[src/rtl/ooo_pkg.sv]
// Shared types for the out-of-order core: ROB entry layout, tag type and core-wide widths.
package ooo_pkg;
    localparam int XLEN      = 32;
    localparam int ROB_DEPTH = 16;
    localparam int ARCH_REGS = 32;
    localparam int ROB_TAG_W = $clog2(ROB_DEPTH);
    localparam int RD_W      = $clog2(ARCH_REGS);

    typedef logic [ROB_TAG_W-1:0] rob_tag_t;

    typedef struct packed {
        logic            valid;
        logic            done;
        logic [RD_W-1:0] rd;
        logic            is_store;
        logic            mispredict;
        logic [XLEN-1:0] value;
        logic [XLEN-1:0] target;
    } rob_entry_t;
endpackage

[src/rtl/rob_ptr.sv]
// Wrap-around ROB pointer; DEPTH is a power of two so natural overflow wraps it.
module rob_ptr #(
    parameter int W = 4
) (
    input  logic         clk,
    input  logic         reset,
    input  logic         inc,
    input  logic         clr,
    output logic [W-1:0] ptr
);
    always_ff @(posedge clk) begin
        if (reset || clr)
            ptr <= '0;
        else if (inc)
            ptr <= ptr + 1'b1;
    end
endmodule

[src/rtl/rob_commit.sv]
// Reorder buffer with in-order single-wide commit and mispredict flush.
// Optional ROB_STATS_EN adds saturating commit/flush/full-cycle counters.
module rob_commit #(
    parameter int DEPTH = 16,
    parameter int TAG_W = $clog2(DEPTH),
    parameter int XLEN  = 32
) (
    input  logic             clk,
    input  logic             reset,
    input  logic             alloc_valid,
    output logic             alloc_ready,
    input  logic [4:0]       alloc_rd,
    input  logic             alloc_is_store,
    input  logic [XLEN-1:0]  alloc_pc,
    output logic [TAG_W-1:0] alloc_tag,
    input  logic             cdb_valid,
    input  logic [TAG_W-1:0] cdb_tag,
    input  logic [XLEN-1:0]  cdb_value,
    input  logic             cdb_mispredict,
    input  logic [XLEN-1:0]  cdb_target,
    input  logic [TAG_W-1:0] q_tag,
    output logic             q_ready,
    output logic [XLEN-1:0]  q_value,
    output logic             rf_we,
    output logic [4:0]       rf_waddr,
    output logic [XLEN-1:0]  rf_wdata,
    output logic             store_commit,
    output logic [TAG_W-1:0] store_commit_tag,
    output logic             flush,
    output logic [XLEN-1:0]  flush_pc,
    output logic             empty
`ifdef ROB_STATS_EN
    ,
    output logic [31:0]      stat_commits,
    output logic [31:0]      stat_flushes,
    output logic [31:0]      stat_full_cycles
`endif
);
    import ooo_pkg::*;

    rob_entry_t       rob [DEPTH];
    logic [TAG_W-1:0] head, tail;
    logic [TAG_W:0]   count;
    rob_entry_t       head_e;
    logic             commit, alloc_fire, full;

    assign head_e     = rob[head];
    // Commit is suppressed during reset so no stale head can retire in that cycle.
    assign commit     = !reset && head_e.valid && head_e.done;
    assign flush      = commit && head_e.mispredict;
    assign full       = (count == (TAG_W+1)'(DEPTH));
    assign alloc_ready = !full && !flush;
    assign alloc_fire = alloc_valid && alloc_ready;
    assign alloc_tag  = tail;
    assign empty      = (count == '0);

    assign rf_we            = commit && (head_e.rd != '0) && !head_e.is_store;
    assign rf_waddr         = head_e.rd;
    assign rf_wdata         = head_e.value;
    assign store_commit     = commit && head_e.is_store;
    assign store_commit_tag = head;
    assign flush_pc         = flush ? head_e.target : '0;

    assign q_ready = rob[q_tag].valid && rob[q_tag].done;
    assign q_value = rob[q_tag].value;

    rob_ptr #(.W(TAG_W)) u_head (
        .clk(clk), .reset(reset), .inc(commit), .clr(flush), .ptr(head)
    );
    rob_ptr #(.W(TAG_W)) u_tail (
        .clk(clk), .reset(reset), .inc(alloc_fire), .clr(flush), .ptr(tail)
    );

    always_ff @(posedge clk) begin
        if (reset || flush)
            count <= '0;
        else if (alloc_fire && !commit)
            count <= count + 1'b1;
        else if (!alloc_fire && commit)
            count <= count - 1'b1;
    end

    // Later statements win: commit frees the head, allocation overrides a same-tag CDB write.
    always_ff @(posedge clk) begin
        for (int i = 0; i < DEPTH; i++) begin
            if (reset || flush) begin
                rob[i].valid <= 1'b0;
                rob[i].done  <= 1'b0;
            end else begin
                if (cdb_valid && cdb_tag == TAG_W'(i) && rob[i].valid) begin
                    rob[i].done       <= 1'b1;
                    rob[i].value      <= cdb_value;
                    rob[i].mispredict <= cdb_mispredict;
                    rob[i].target     <= cdb_target;
                end
                if (commit && head == TAG_W'(i)) begin
                    rob[i].valid <= 1'b0;
                    rob[i].done  <= 1'b0;
                end
                if (alloc_fire && tail == TAG_W'(i)) begin
                    rob[i].valid      <= 1'b1;
                    rob[i].done       <= 1'b0;
                    rob[i].rd         <= alloc_rd;
                    rob[i].is_store   <= alloc_is_store;
                    rob[i].mispredict <= 1'b0;
                end
            end
        end
    end

    logic unused_pc;
    assign unused_pc = ^alloc_pc;

`ifdef ROB_STATS_EN
    always_ff @(posedge clk) begin
        if (reset) begin
            stat_commits     <= '0;
            stat_flushes     <= '0;
            stat_full_cycles <= '0;
        end else begin
            if (commit && stat_commits != '1)     stat_commits     <= stat_commits + 1'b1;
            if (flush && stat_flushes != '1)      stat_flushes     <= stat_flushes + 1'b1;
            if (full && stat_full_cycles != '1)   stat_full_cycles <= stat_full_cycles + 1'b1;
        end
    end
`endif
endmodule
[config.mk]
export PLATFORM = sky130hd
export DESIGN_NAME = rob_commit
export DESIGN_NICKNAME = d
export VERILOG_FILES = /design/src/rtl/ooo_pkg.sv /design/src/rtl/rob_ptr.sv /design/src/rtl/rob_commit.sv
export SDC_FILE = /design/constraint.sdc
export NUM_CORES = 1
export LEC_CHECK = 0
export ABC_AREA = 1
export CAP_MARGIN = 10
export CORE_MARGIN = 2
export CORE_UTILIZATION = 37
export DETAILED_ROUTE_END_ITERATION = 10
export MAX_ROUTING_LAYER = met4
export RECOVER_POWER = 100
export SLEW_MARGIN = 20
export SYNTH_ARGS = -nofsm -noshare
export SYNTH_HDL_FRONTEND = slang
export SYNTH_SLANG_ARGS = --single-unit
[constraint.sdc]
create_clock -name clk -period 7.8 [get_ports clk]
set_input_delay 1.56 -clock clk [delete_from_list [all_inputs] [get_ports clk]]
set_output_delay 1.56 -clock clk [all_outputs]
set_load 0.05 [all_outputs]
# ---- Word-level counts from Yosys, hierarchy flattened
# Memory sizes are Yosys's and may differ from the RTL's. A register that Yosys moved wholly into a read port is not among the register bits.
# Cells that the tools add are included.
dict set report totals {
  register_bits 13
  mem_bits_rw 1168
  inputBits 115
  out_inout_bits 115
  mem_count 1
}
dict set report op_classes {
  addsub 4
  eq_ne 46
  mux 247
  bitwise 96
  reduce_logical 88
}
# name words word_bits read_ports rd_ports_with_merged_regs wr line
set mem_list {}
lappend mem_list {rob 16 73 18 1 16 rob_commit.sv:41} ;# rob_entry_t rob [DEPTH];
# cell count
set op_table {}
lappend op_table {{2-to-1 mux 1 bit} 242}
lappend op_table {{equality test 4 bit (second input constant)} 24}
lappend op_table {{bitwise OR 1 bit} 96}
lappend op_table {{logical AND 1 bit} 75}
lappend op_table {{equality test 4 x 3 -> 1 bit (second input constant)} 12}
lappend op_table {{2-to-1 mux 32 bit} 1}
lappend op_table {{equality test 4 x 2 -> 1 bit (second input constant)} 6}
lappend op_table {{equality test 4 x 1 -> 1 bit (second input constant)} 3}
lappend op_table {{logical NOT 4 bit} 3}
lappend op_table {{2-to-1 mux 5 bit} 2}
lappend op_table {{adder 4 x 1 -> 4 bit (second input constant)} 2}
lappend op_table {{2-to-1 mux 4 bit} 2}
lappend op_table {{logical NOT 1 bit} 6}
lappend op_table {{adder 5 x 1 -> 5 bit (second input constant)} 1}
lappend op_table {{equality test 5 bit (second input constant)} 1}
lappend op_table {{logical NOT 5 bit} 1}
lappend op_table {{nonzero test 5 bit} 1}
lappend op_table {{subtractor 5 x 1 -> 5 bit (second input constant)} 1}
lappend op_table {{nonzero test 2 bit} 1}
lappend op_table {{logical OR 1 bit} 1}

# ---- Longest topological paths before layout
dict set report depth {
  ltp_word 12
  mapped_depth 23
  mapped_depth_nobuf 21
}

# ---- Cells and area by module
# A second synthesis with hierarchy kept.
dict set report unflattened {
  hier_cells 3718
  hier_area_um2 48933.2
}
# module instances cells_per_inst area_each_um2 seq_area_each_um2
set modules_own_cells {}
lappend modules_own_cells {rob_commit 1 3674 48587.8 35173.7}
lappend modules_own_cells {rob_ptr 2 22 172.7 80.1}

# ---- Worst setup path after synthesis
# OpenSTA, ideal clock, no wires.
dict set report synth_timing {
  path_type {in2reg}
  start {input reset}
  end {memory rob[0][0] (netlist name), enable pin}
  setup_ns 0.486
  arrival_ns 4.785
  required_time_ns 7.314
  setup_slack_ns 2.529
  path_stages 5
  path_buffers 1
  path_cell_list {inv_1 nand4_4 nand2_4 buf_2 nor2_1}
}
# item line
set synth_rtl {}
lappend synth_rtl {{start, declared} rob_commit.sv:9} ;# input logic reset,
lappend synth_rtl {{end, declared} rob_commit.sv:41}

# ---- Final worst setup path
dict set report layout_timing {
  start {input q_tag[0]}
  end {output q_value[31]}
}
dict set report layout_between {
  elab_chain_len 1
}
# item line
set layout_rtl {}
lappend layout_rtl {{start, declared} rob_commit.sv:21} ;# input logic [TAG_W-1:0] q_tag,
lappend layout_rtl {{memory (16 x 73 bit)} -}
lappend layout_rtl {{end, declared} rob_commit.sv:23} ;# output logic [XLEN-1:0] q_value,
# Every way passes these cells.

==> key figures <==
Global routing
  – Grt ovf: 0
  – Largest net degree at the start of global routing: about 240
  – Global-route wire length before repair: roughly 230000 microns
  – Vias in the first global route: ~35k
  – Total global-route track usage: a little over a fifth
  – Initial antenna violation count: 23

Yosys
  – Synth Register Bits: ~1.2k
  – Most frequent cell after synthesis: edfxtp_1
  – Top cell type's share of synthesized area: 66.76%
  – Sequential-to-total area share from yosys stat: ~67%
  – Syn Inst Count: approximately 4.6k
  – Synth Area per Inst: roughly 11 sq um
  – Synth Warn #: 0
  – Largest cells by area after synthesis: edfxtp_1 67%, o21ai_0 6.9%, a21oi_1 5.6%, nand2_1 4.4%, nor2_1 2.7%
  – EDFF count, synth: around 1.2k
  – Top post-synthesis cells by count: 1168 x edfxtp_1, 729 x o21ai_0, 615 x nand2_1, 591 x a21oi_1, 371 x nor2_1
  – Main synth FF type: edfxtp_1
  – Yosys top cell by area: edfxtp_1
  – Ys async rst share: 0%
  – Syn_nets: around 4.8k
  – Post-synthesis cell type count: 45
  – Synth Cell Area: 0.05254 sq mm

Worst hold path
  – Hold depth: 2
  – Hold WC Path Type: flop to flop

STA
  – Worst Tran Pin Value: between 2 and 3 ns
  – Final Hold Fails: 0
  – Tmin final: slightly above 7 ns
  – Max-Slew Margin vs Limit: -84.86%
  – Final clock period utilization by the worst path: 90.47%
  – Slew Viols, Final: between 900 and 1k
  – Fmax: between 100 and 150 MHz
  – RSZ-0062 raised after global routing: false
  – Skew final: about 0.048 ns
  – Final setup TNS: 0 ns
  – # setup viols final: 0

Setup path
  – Crit Path Max Fanout: 185
  – CP Capture Type: output port
  – Crit path DAT: between 5 and 6 ns
  – Worst Setup Start Kind: input pin
  – WS Path Type: input pin to output port
  – Worst-case reg-to-reg path depth: 10
  – Critical path required time: roughly 6.2 ns

Power and ir drop
  – Max VDD drop: 0.0001833 V
  – Total power after layout: about 14 mW
  – Leakage: roughly 20 nW
  – PwrDens: between 200 and 250 mW/mm^2

Routing
  – Total number of vias: 37.67k
  – DRC Markers: 0
  – Final wirelength: 154200 microns
  – First-pass DRT Iterations: 6
  – Post-DR wirelength/cell: between 20 and 25 microns
  – Post-DRT Antenna Nets: 0
  – Initial DRC count: ~4.3k
  – Via-to-Cell Ratio: between 5 and 6

Placed design
  – Post-Place Cell Area: between 0.05 and 0.06 sq mm
  – I/O Buffers: just under 200
  – HPWL after DPL: 79320 microns
  – RD Place Congestion: between 0.8 and 0.9

Die
  – Core Area: 0.1412 sq mm
  – Die area: approximately 0.15 sq mm
  – Chip Width: between 300 and 400 microns
  – Num ports: 230
  – Die height: about 380 microns
  – Initial Util: ~37%
  – Rows: about 140

Run status
  – Status: finished, violations left
  – Violated checks: max-capacitance violations, max-slew violations

Final layout
  – Final nets: 4788
  – Post-layout instance area: around 0.060 sq mm
  – Area grow syn2layout: 13.67%
  – Fraction of layout cells with a size suffix above 1: a little under 6%

Flow run
  – Max-cap violations: 16

Clock network
  – H-tree levels: 3
  – Num CTS Buffers: roughly 120
  – Clk_lat worst skew: 0.75 ns
  – Hold-fix buffers, CTS: 0
  – # Post-CTS Setup Buffers: 0
  – Sink Count: ~1.2k
  – Reg clk slew, reported paths: roughly 0.06 ns
  – Clock Path Buffers: 3
  – CTS tree: done
  – Root buf cell: clkbuf_16
  – Post-cts sizing count: 0
-- layout make-up --
type                    instances  area (sq um)
fillers                     13160         81520
flip-flops and latches       1185         35430
multi-input cells            2826         14370
clock buffers                 139          3053
repair buffers                267          2497
well taps                    1890          2365
inverters                     261          1015
clock inverters                77         955.9
diodes                         14         35.03
-- power breakdown --
group | switching [mW] | internal (mW)
logic | 1.06 | 0.380
registers | 0.0369 | 7.05
clock network | 2.46 | 3.46
-- layer usage --
layer	share of wire [%]	up-vias	GRT usage [%]
met3	7.0	318	3.229
met1	43	18630	27.99
met5	0	-	-
met2	47	1583	33.61
met4	3.0	0	6.346
li1	-	17130	-
-- state kept, by name (all words and copies together) (netlist names), named ones only --
name / flops
u_head.ptr: 4
count: 5
rob: 1168
u_tail.ptr: 4
-- critical path: stages --
cell and delay (ns):
buf_8 0.44, clkbuf_4 1.52, nor2_1 0.11, o32ai_1 0.37, o221ai_1 0.15, o21ai_0 0.26, dlygate4sd3_1 0.95
-- through the flow --
stage	hold slack (ns)	util, %	cells	setup WS, ns
2_1_floorplan	0.4659	-	4637	2.529
3_3_place_gp	0.4868	39.60	6428	1.524
3_5_place_dp	0.4960	39.62	6429	1.508
4_1_cts	0.5049	42.46	6645	1.038
5_1_grt	0.5232	42.28	6657	0.4566
6_report	0.5042	42.28	6659	0.7432
-- path summary, 6_finish.rpt --
check | from | endpoint | slack, ns
setup reg to reg | flop | rob[2][50] | 0.79
hold / removal | count[0] | count[0] | 0.50
setup / recovery | q_tag[0] | q_value[31] | 0.74
hold reg to reg | count[0] | count[0] | 0.50
-- cells in the final DEF, fill, tap and decap left out, types with 20 or more instances in the layout --
cell type           n
edfxtp_1         1168
o21ai_0           730
nand2_1           617
a21oi_1           591
nor2_1            362
inv_1             253
dlygate4sd3_1     168
o221ai_1          120
clkbuf_16         119
nand3_1           106
a221oi_1           39
buf_4              36
a211oi_1           34
clkinv_1           33
a22oi_1            32
a32oi_1            32
nand4_1            27
clkbuf_1           25
clkdlybuf4s50_1    25
o311ai_0           23
bufinv_16          20
-- cells by family (layout without fill, tap and decap cells) --
family          Yosys count  in the layout  synth area share, %
fa+ha+maj                14             14               0.3477
other cells               0             14                    0
flops                  1185           1185                67.41
mux                       7              7               0.1500
simple gates           1149           1149                9.100
buf+inv                 626            744                5.185
compound gates         1652           1652                17.74
xor+xnor                  4              4              0.06669
Note: power is estimated with default switching activity, not from simulation.
